## src/rtl/text_write_engine_pkg.sv

```systemverilog
// Shared types and default geometry for the text write engine and its FIFO.
package text_write_engine_pkg;

  typedef enum logic [1:0] {
    StIdle  = 2'd0,
    StDrain = 2'd1,
    StFill  = 2'd2
  } state_e;

  localparam int unsigned DefCols  = 100;
  localparam int unsigned DefRows  = 30;
  localparam int unsigned DefXw    = 7;
  localparam int unsigned DefYw    = 5;
  localparam int unsigned DefAw    = 24;
  localparam int unsigned DefDepth = 8;

  // Pointer width carries one extra wrap bit to tell full from empty.
  function automatic int unsigned ptr_width(input int unsigned depth);
    return $clog2(depth) + 1;
  endfunction

endpackage

```

## src/rtl/text_write_engine_write_fifo.sv

```systemverilog
// Small power-of-two FIFO holding queued character writes; head is read combinationally.
module text_write_engine_write_fifo
  import text_write_engine_pkg::*;
#(
  parameter int unsigned DEPTH = DefDepth,
  parameter int unsigned DW    = DefXw + DefYw + DefAw
) (
  input  logic                  clk,
  input  logic                  reset_button,
  input  logic                  i_push,
  input  logic [DW-1:0]         i_data,
  input  logic                  i_pop,
  output logic [DW-1:0]         o_data,
  output logic                  o_full,
  output logic                  o_empty,
  output logic [$clog2(DEPTH):0] o_count
);

  localparam int unsigned IW = $clog2(DEPTH);
  localparam int unsigned PW = ptr_width(DEPTH);

  logic [PW-1:0] r_wptr;
  logic [PW-1:0] r_rptr;
  logic [DW-1:0] r_mem [DEPTH];
  logic          w_we;
  logic          w_re;

  assign o_empty = (r_wptr == r_rptr);
  assign o_full  = (r_wptr[IW] != r_rptr[IW]) && (r_wptr[IW-1:0] == r_rptr[IW-1:0]);
  assign o_count = r_wptr - r_rptr;
  assign o_data  = r_mem[r_rptr[IW-1:0]];

  assign w_re = i_pop && !o_empty;
  // A push into a full FIFO is fine when the head leaves in the same cycle.
  assign w_we = i_push && (!o_full || w_re);

  always_ff @(posedge clk or negedge reset_button) begin
    if (!reset_button) begin
      r_wptr <= '0;
      r_rptr <= '0;
    end else begin
      if (w_we) r_wptr <= r_wptr + 1'b1;
      if (w_re) r_rptr <= r_rptr + 1'b1;
    end
  end

  always_ff @(posedge clk) begin
    if (w_we) r_mem[r_wptr[IW-1:0]] <= i_data;
  end

endmodule

```

## src/rtl/text_write_engine.sv

```systemverilog
// Queues I2C character writes and a screen-fill command, replaying them into video memory
// one per cycle whenever its write port is free.
module text_write_engine
  import text_write_engine_pkg::*;
#(
  parameter int unsigned COLS  = DefCols,
  parameter int unsigned ROWS  = DefRows,
  parameter int unsigned XW    = DefXw,
  parameter int unsigned YW    = DefYw,
  parameter int unsigned AW    = DefAw,
  parameter int unsigned DEPTH = DefDepth
) (
  input  logic          clk,
  input  logic          reset_button,
  input  logic          req_valid,
  input  logic [XW-1:0] req_x,
  input  logic [YW-1:0] req_y,
  input  logic [AW-1:0] req_attr,
  input  logic          fill_start,
  input  logic [AW-1:0] fill_attr,
  input  logic          mem_ready,
  input  logic          clear_ovf,
  output logic          write,
  output logic [XW-1:0] xtextwrite,
  output logic [YW-1:0] ytextwrite,
  output logic [AW-1:0] value,
  output logic          busy,
  output logic          overflow
);

  localparam int unsigned DW = XW + YW + AW;
  localparam int unsigned CW = $clog2(DEPTH) + 1;
  localparam logic [XW-1:0] LastX = XW'(COLS - 1);
  localparam logic [YW-1:0] LastY = YW'(ROWS - 1);

  state_e        r_state;
  state_e        w_state_d;

  logic [XW-1:0] r_fx;
  logic [YW-1:0] r_fy;
  logic [AW-1:0] r_fattr;

  logic          r_write;
  logic [XW-1:0] r_x;
  logic [YW-1:0] r_y;
  logic [AW-1:0] r_value;
  logic          r_busy;
  logic          r_ovf;

  logic [DW-1:0] w_head;
  logic          w_full;
  logic          w_empty;
  logic [CW-1:0] w_count;
  logic [CW-1:0] w_count_d;
  logic          w_in_range;
  logic          w_push;
  logic          w_pop;
  logic          w_drop;
  logic          w_fill_wr;
  logic          w_fill_last;
  logic          w_wr;
  logic [XW-1:0] w_wr_x;
  logic [YW-1:0] w_wr_y;
  logic [AW-1:0] w_wr_v;
  logic          w_busy_d;

  text_write_engine_write_fifo #(
    .DEPTH(DEPTH),
    .DW   (DW)
  ) u_fifo (
    .clk         (clk),
    .reset_button(reset_button),
    .i_push      (w_push),
    .i_data      ({req_x, req_y, req_attr}),
    .i_pop       (w_pop),
    .o_data      (w_head),
    .o_full      (w_full),
    .o_empty     (w_empty),
    .o_count     (w_count)
  );

  assign w_in_range = (32'(req_x) < COLS) && (32'(req_y) < ROWS);
  // fill_start pre-empts both draining and filling for the cycle it arrives.
  assign w_pop      = (r_state == StDrain) && !fill_start && mem_ready && !w_empty;
  assign w_push     = req_valid && w_in_range && (!w_full || w_pop);
  assign w_drop     = req_valid && !w_push;
  assign w_count_d  = w_count + CW'(w_push) - CW'(w_pop);

  assign w_fill_wr   = (r_state == StFill) && !fill_start && mem_ready;
  assign w_fill_last = w_fill_wr && (r_fx == LastX) && (r_fy == LastY);

  // State register.
  always_ff @(posedge clk or negedge reset_button) begin
    if (!reset_button) r_state <= StIdle;
    else               r_state <= w_state_d;
  end

  // Next-state logic.
  always_comb begin
    w_state_d = r_state;
    unique case (r_state)
      StIdle: begin
        if (fill_start)    w_state_d = StFill;
        else if (!w_empty) w_state_d = StDrain;
      end
      StDrain: begin
        if (fill_start)             w_state_d = StFill;
        else if (w_count_d == '0)   w_state_d = StIdle;
      end
      StFill: begin
        if (fill_start)       w_state_d = StFill;
        else if (w_fill_last) w_state_d = (w_count_d != '0) ? StDrain : StIdle;
      end
      default: w_state_d = StIdle;
    endcase
  end

  // Output decode: which write, if any, goes to memory on the next edge.
  always_comb begin
    w_wr   = w_pop || w_fill_wr;
    w_wr_x = r_fx;
    w_wr_y = r_fy;
    w_wr_v = r_fattr;
    if (w_pop) begin
      w_wr_x = w_head[DW-1 -: XW];
      w_wr_y = w_head[AW +: YW];
      w_wr_v = w_head[AW-1:0];
    end
    w_busy_d = (w_state_d != StIdle) || (w_count_d != '0);
  end

  always_ff @(posedge clk or negedge reset_button) begin
    if (!reset_button) begin
      r_fx    <= '0;
      r_fy    <= '0;
      r_fattr <= '0;
    end else if (fill_start) begin
      r_fx    <= '0;
      r_fy    <= '0;
      r_fattr <= fill_attr;
    end else if (w_fill_wr) begin
      if (r_fx == LastX) begin
        r_fx <= '0;
        r_fy <= r_fy + 1'b1;
      end else begin
        r_fx <= r_fx + 1'b1;
      end
    end
  end

  always_ff @(posedge clk or negedge reset_button) begin
    if (!reset_button) begin
      r_write <= 1'b0;
      r_x     <= '0;
      r_y     <= '0;
      r_value <= '0;
      r_busy  <= 1'b0;
      r_ovf   <= 1'b0;
    end else begin
      r_write <= w_wr;
      if (w_wr) begin
        r_x     <= w_wr_x;
        r_y     <= w_wr_y;
        r_value <= w_wr_v;
      end
      r_busy <= w_busy_d;
      // A drop in the same cycle as clear_ovf keeps the flag set.
      if (w_drop)         r_ovf <= 1'b1;
      else if (clear_ovf) r_ovf <= 1'b0;
    end
  end

  assign write      = r_write;
  assign xtextwrite = r_x;
  assign ytextwrite = r_y;
  assign value      = r_value;
  assign busy       = r_busy;
  assign overflow   = r_ovf;

endmodule

```

## config.mk

```make
export PLATFORM = sky130hd
export DESIGN_NAME = text_write_engine
export DESIGN_NICKNAME = d
export VERILOG_FILES = /design/src/rtl/text_write_engine_pkg.sv /design/src/rtl/text_write_engine_write_fifo.sv /design/src/rtl/text_write_engine.sv
export SDC_FILE = /design/constraint.sdc
export NUM_CORES = 1
export LEC_CHECK = 0
export CAP_MARGIN = 10
export CORE_ASPECT_RATIO = 0.5
export CORE_MARGIN = 1
export CORE_UTILIZATION = 30
export DETAILED_ROUTE_END_ITERATION = 8
export GPL_TIMING_DRIVEN = 0
export PLACE_DENSITY = 0.46
export RECOVER_POWER = 50
export SYNTH_ARGS = -nofsm -noshare
export SYNTH_HDL_FRONTEND = slang
export SYNTH_SLANG_ARGS = --single-unit
```

## constraint.sdc

```tcl
create_clock -name clk -period 7.35 [get_ports clk]
set_clock_uncertainty 0.05 [all_clocks]
set_input_delay 2.205 -clock clk [delete_from_list [all_inputs] [get_ports clk]]
set_output_delay 2.205 -clock clk [all_outputs]
set_load 0.01 [all_outputs]
```

==> results.toml, run 1 <==
[final_layout]
syn_to_final_growth_pct = 23.4
layout-drive-gt1-share_pct = 22.3
multi_input_area_sq_um = 3620
register_area_sq_um = 10800
fillCellCount = 4332
fin_nets = 1045
antennaDiodeCount = 0
final_cell_mix = "edfxtp_1 (288), dfrtp_1 (85), nand2_1 (79)"
layout_commonest_cell = "edfxtp_1"

[synthesis]
synth-main-ff-cell = "edfxtp_1"
syn_nets = 862
syn_area_sq_um = 14700
yosys-top-cells-area = "edfxtp_1 (59%), dfrtp_1 (14%), mux4_2 (11%), a221o_1 (2.4%), nand2_1 (2.0%)"
ys_warn_count = 0
syn_inst = 785
synth_top_area_share_pct = 58.9
yosys_register_bits = 373
synth-edff-count = 288
ys_types = 56
async_flop_share_pct = 22.8
synth_seq_area_share_pct = 73.4
synth_area_leader_cell = "edfxtp_1"
synth_area_per_cell_sq_um = 18.7

[clock_tree]
ctsHoldBuffers = 0
cts_setup_buffers = 0
clock_latency_ns = 0.52
ctsResizeCount = 0
clk_path_buf_depth = 3
clockRootBuffer = "clkbuf_16"
cts_buffers = 37
htree_num_levels = 2
clk_pin_slew_ns = 0.07
cts_tree = "built"
cts.sinks = 373

[floorplanning]
dieWidth_um = 315
die_h_um = 158
initial_core_util_pct = 30.9
io_pins = 105
core_sq_um = 47600
die_area_sq_um = 49900
rows = 56

[place]
io_buffers = 104
place_ws_ns = 1.08
dp_hpwl_mm = 25.2
gp_congestion = 0.727

[power_and_ir_drop]
fin_total_pwr_mw = 5.37
cellPowerDensity_nw_per_um2 = 296
leakage_nw = 6.21
peakVddDrop_mv = 0.127

[setup_path]
rrSetupSlack_ns = 2.62
rr_startpoint = "u_fifo.r_wptr[2]"
crit_type = "primary input to register"
arrival_ns = 6.35
cp_max_fo = 10
startpoint_type = "primary input"
cp.required_ns = 7.65
rr_worst_depth = 14
r2r_end = "busy"
cp-end-kind = "register"

[global_routing]
grt_max_degree = 64
grt_pass1_vias = 8405
grt.overflow.total = 0
antenna_found_initial = 1
grt_util_all_layers_pct = 15.1
grt_pass1_wl_mm = 55.3

[timing]
final_max_slew_viol_count = 23
fmax_mhz = 165
relSlewSlack_pct = -3.86
hold_violations = 0
rsz0062_at_grt = "no"
worst_pin_slew_ns = 1.56
setup_viol = 0
min_period_ns = 6.05
whs_ns = 0.453
finalCritPeriodShare_pct = 82.3
layout_setup_ws_ns = 1.30

[min_path]
min_to = "value[13]"
min_from = "r_fattr[13]"
min_path_cells = 1
min_path_type = "register to register"

[drt]
route.detailed.drc = 4
first_pass_iters = 7
routed_via_density = 4.84
drt_wl_total_mm = 36.6
antenna_left = 0
vias = 7891
drt_iter0_markers = 660
wl_per_cell_um = 22.4

[run]
maxCapViolCount = 1

[outcome]
violations = "DRC, capacitance limit, slew limit"
status = "finished with violations"
[synth_stat cells, types with 2 or more instances]
cell type,instances
dfrtp_1,85
nand2b_1,3
fa_1,3
buf_6,9
xnor2_1,5
clkbuf_1,21
and3_1,5
a211oi_1,3
nor2_1,9
mux4_2,72
nand3_1,6
a21oi_1,41
xor2_1,7
and4_1,4
a221o_1,35
mux2_2,25
buf_2,10
a21o_1,2
ha_1,8
nand4_1,5
buf_4,3
o311ai_0,2
o21ai_0,5
a31oi_1,3
o22ai_1,2
nor4_1,5
edfxtp_1,288
inv_1,13
nand2_1,79
[area by class of cell]
class | instances | share of cell area [%]
tap | 638 | 4.41
clock inverter | 13 | 0.767
timing repair buffer | 144 | 7.91
inverter | 15 | 0.311
buffer | 45 | 1.40
multi-input combinational | 352 | 20.0
clock buffer | 52 | 5.75
sequential | 373 | 59.5
[sequential cells by signal (all words and copies together), names as in the netlist]
register / count
xtextwrite: 7
ytextwrite: 5
u_fifo.r_rptr: 4
overflow: 1
busy: 1
r_fattr: 24
write: 1
u_fifo.r_wptr: 4
r_fy: 5
r_state: 2
u_fifo.r_mem: 288
r_fx: 7
value: 24
[metal layers]
| layer | vias up | global-route usage [%] | wire (um) |
|---|---|---|---|
| met3 | 42 | 2.58 | 1560 |
| met1 | 4174 | 21.3 | 16900 |
| met4 | 0 | 3.37 | 540 |
| met5 | - | 0 | 0 |
| li1 | 3502 | - | - |
| met2 | 173 | 24.6 | 17500 |
[stage by stage]
step                      utilization [%]  setup TNS [ns]  area (sq um)  std cells
final                                38.1               0         18100       1632
after global routing                 38.1               0         18100       1632
after CTS                            38.1               0         18100       1632
after detailed placement             35.6               0         16900       1567
after global placement               34.7         -895.17         16500       1527
after floorplan                         -               0         14700        785
[worst max path at each step]
stage	startpoint	endpoint	slack, ns	cells past startpoint
finish	fill_start	busy	1.30	14
global route	fill_start	busy	1.01	14
CTS	req_x[3]	u_fifo.r_mem[4][10]	1.57	10
detailed placement	fill_start	busy	1.08	14
global placement	req_x[3]	u_fifo.r_mem[2][7]	-5.49	6
floorplan	req_x[3]	u_fifo.r_mem[0][0]	0.31	5
[cells by family (layout without fill, tap and decap cells)]
logic type	Yosys count	in the layout	synth area share (%)
muxes	99	99	13.1
AOI/OAI and AO/OA	99	99	5.03
xor gates and xnor gates	14	14	0.980
DFF	373	373	73.4
buffers and inverters	60	269	2.16
adders and majority gates	11	11	1.09
and+or+nand+nor	129	129	4.24
[power breakdown]
part / internal, mW / switching [mW] / leakage (nW)
logic: 0.370 / 0.473 / 1.95
clock network: 1.09 / 0.781 / 0.582
registers: 2.55 / 0.100 / 3.68
total: 4.01 / 1.35 / 6.21
[worst max-delay path, stage by stage]
cell,delay [ns]
dlygate4sd3_1,0.62
nand4bb_1,0.19
a41o_1,0.29
clkbuf_1,0.54
fa_1,0.29
inv_1,0.06
fa_1,0.53
inv_1,0.04
ha_1,0.19
fa_1,0.38
xnor3_1,0.35
xor2_1,0.17
nor4_1,0.29
o311ai_0,0.21
Power figures use the tool's default switching activity.
==> run 2, diff against run 1 <==
--- a/config.mk
+++ b/config.mk
@@ -11,7 +11,7 @@
 export CORE_UTILIZATION = 30
 export DETAILED_ROUTE_END_ITERATION = 8
 export GPL_TIMING_DRIVEN = 0
-export PLACE_DENSITY = 0.46
+export PLACE_DENSITY = 0.48
 export RECOVER_POWER = 50
 export SYNTH_ARGS = -nofsm -noshare
 export SYNTH_HDL_FRONTEND = slang
==> constraint.sdc (replaced) <==
create_clock -name clk -period 5.5 [get_ports clk]
set_clock_uncertainty 0.05 [all_clocks]
set_input_delay 1.65 -clock clk [delete_from_list [all_inputs] [get_ports clk]]
set_output_delay 1.65 -clock clk [all_outputs]
set_load 0.01 [all_outputs]
==> run 2 against run 1 <==
The flow still finishes with violations (DRC, capacitance limit, slew limit). Critical path depth unchanged. Total power up 33%. Sequential cell count did not move. Combinational power grew 33%. First-iteration DRC count down 4.7%. Clock power grew 32%. Non-clock buffer count is 1 lower. Cell count increased by 0.12%. Clock-buffer cell count grew 2. Sequential share of layout area is 0.16 points higher. Die area did not move. Register-to-register slack worse by 1.7 ns. Critical path type unchanged.
==> results.toml, run 2 (synthesis results as in run 1) <==
[outcome]
status = "finished with violations"
violations = "DRC, capacitance limit, slew limit"

[min_path]
min_from = "r_fattr[11]"
min_path_cells = 1
min_to = "value[11]"
min_path_type = "register to register"

[floorplanning]
die_h_um = 158
io_pins = 105
core_sq_um = 47600
dieWidth_um = 315
die_area_sq_um = 49900
initial_core_util_pct = 30.9
rows = 56

[drt]
antenna_left = 0
drt_wl_total_mm = 36.3
route.detailed.drc = 4
routed_via_density = 4.86
vias = 7949
drt_iter0_markers = 629
wl_per_cell_um = 22.2
first_pass_iters = 7

[clock_tree]
clk_path_buf_depth = 3
ctsHoldBuffers = 0
clock_latency_ns = 0.53
cts_buffers = 37
cts_setup_buffers = 0
cts.sinks = 373
cts_tree = "built"
ctsResizeCount = 0
clk_pin_slew_ns = 0.06
htree_num_levels = 2
clockRootBuffer = "clkbuf_16"

[global_routing]
met1_usage_pct = 20.4
grt_max_degree = 64
grt_util_met3_pct = 2.34
grt_util_all_layers_pct = 14.7
antenna_found_initial = 2
grt_pass1_vias = 8379
grt.overflow.total = 0
grt.busiest_layer = "met2"
grt_use_met2_pct = 24.4
grt_pass1_wl_mm = 54.2

[setup_path]
cp_max_fo = 10
cp.required_ns = 5.81
crit_path_top_delay_cell = "clkdlybuf4s50_1"
rrSetupSlack_ns = 0.93
arrival_ns = 5.55
slowest_delay_ns = 0.54
rr_worst_depth = 14
startpoint_type = "primary input"
r2r_end = "busy"
crit_chain = "clkdlybuf4s50_1 > nand4bb_1 > a41o_1 > buf_2 > fa_1 > inv_1 > fa_1 > inv_1 > ha_1 > fa_1 > xnor3_1 > xor2_1 > nor4_1 > o311ai_0"
rr_startpoint = "u_fifo.r_wptr[2]"
crit_type = "primary input to register"
crit_top_cell = "fa_1"
cp-end-kind = "register"

[timing]
finalCritPeriodShare_pct = 95.2
final_max_slew_viol_count = 64
relSlewSlack_pct = -12.5
min_period_ns = 5.24
hold_violations = 0
whs_ns = 0.456
fmax_mhz = 191
setup_viol = 0
tns_ns = 0
rsz0062_at_grt = "no"
worst_pin_slew_ns = 1.69

[place]
place_area_sq_um = 16900
gp_congestion = 0.732
dp_hpwl_mm = 24.8
io_buffers = 104

[final_layout]
fin_nets = 1044
syn_to_final_growth_pct = 23.1
fin_area_sq_um = 18100
layout-drive-gt1-share_pct = 22.3
layout_commonest_cell = "edfxtp_1"
final_cell_mix = "edfxtp_1 (288), dfrtp_1 (85), nand2_1 (79)"
fin_util_pct = 38.0
largest_reg_flops = 288

[power_and_ir_drop]
p_sw_mw = 1.81
comb_power_share_pct = 15.7
cellPowerDensity_nw_per_um2 = 395
pwr-share-clk_pct = 34.6
p_seq_share_pct = 49.6
peakVddDrop_mv = 0.203
leakage_nw = 6.19
swShare_pct = 25.4
p_int_mw = 5.32

[run]
maxCapViolCount = 1
run 2: power groups by stage:
stage	combinational, mW	sequential [mW]	clock [mW]
finish	1.12	3.54	2.47
detailed placement	1.16	3.60	0
CTS	1.16	3.54	2.54
global placement	1.04	3.63	0
global route	1.22	3.57	2.65
floorplan	0.534	3.61	0
run 2: through the flow:
| stage | setup slack, ns | cells | total power, mW |
|---|---|---|---|
| finish | 0.261 | 1634 | 7.13 |
| global route | 0.0194 | 1633 | 7.44 |
| CTS | 0.295 | 1633 | 7.25 |
| detailed placement | -0.242 | 1566 | 4.75 |
| global placement | -6.75 | 1527 | 4.67 |
| floorplan | -0.988 | 785 | 4.14 |
run 2: critical path, delay by kind of cell:
family,cells,cell delay (ns)
adders and majority gates,4,1.36
buffers and inverters,4,0.99
AOI/OAI and AO/OA,2,0.55
xor gates and xnor gates,2,0.52
and+or+nand+nor,2,0.49
run 2: final cells by class:
class / count / area, sq um
diodes: 1 / 2.50
plain buffers: 45 / 256
clock buffers: 54 / 1050
clock inverters: 13 / 120
fillers: 4352 / 29500
inverters: 15 / 56.3
multi-input cells: 352 / 3620
flip-flops and latches: 373 / 10800
well taps: 638 / 798
repair buffers: 143 / 1390
run 2: worst max-delay path by stage:
stage | cells after the start | slack, ns | end | startpoint
floorplan | 5 | -0.99 | u_fifo.r_mem[0][0] | req_x[3]
global placement | 6 | -6.75 | u_fifo.r_mem[4][8] | req_x[3]
detailed placement | 14 | -0.24 | busy | fill_start
CTS | 14 | 0.30 | busy | fill_start
global route | 14 | 0.02 | busy | fill_start
finish | 14 | 0.26 | busy | fill_start
run 2: layer usage:
metal,wire (um),up-vias
li1,-,3514
met1,16600,4246
met2,17800,149
met3,1380,40
met4,562,0
met5,0,-
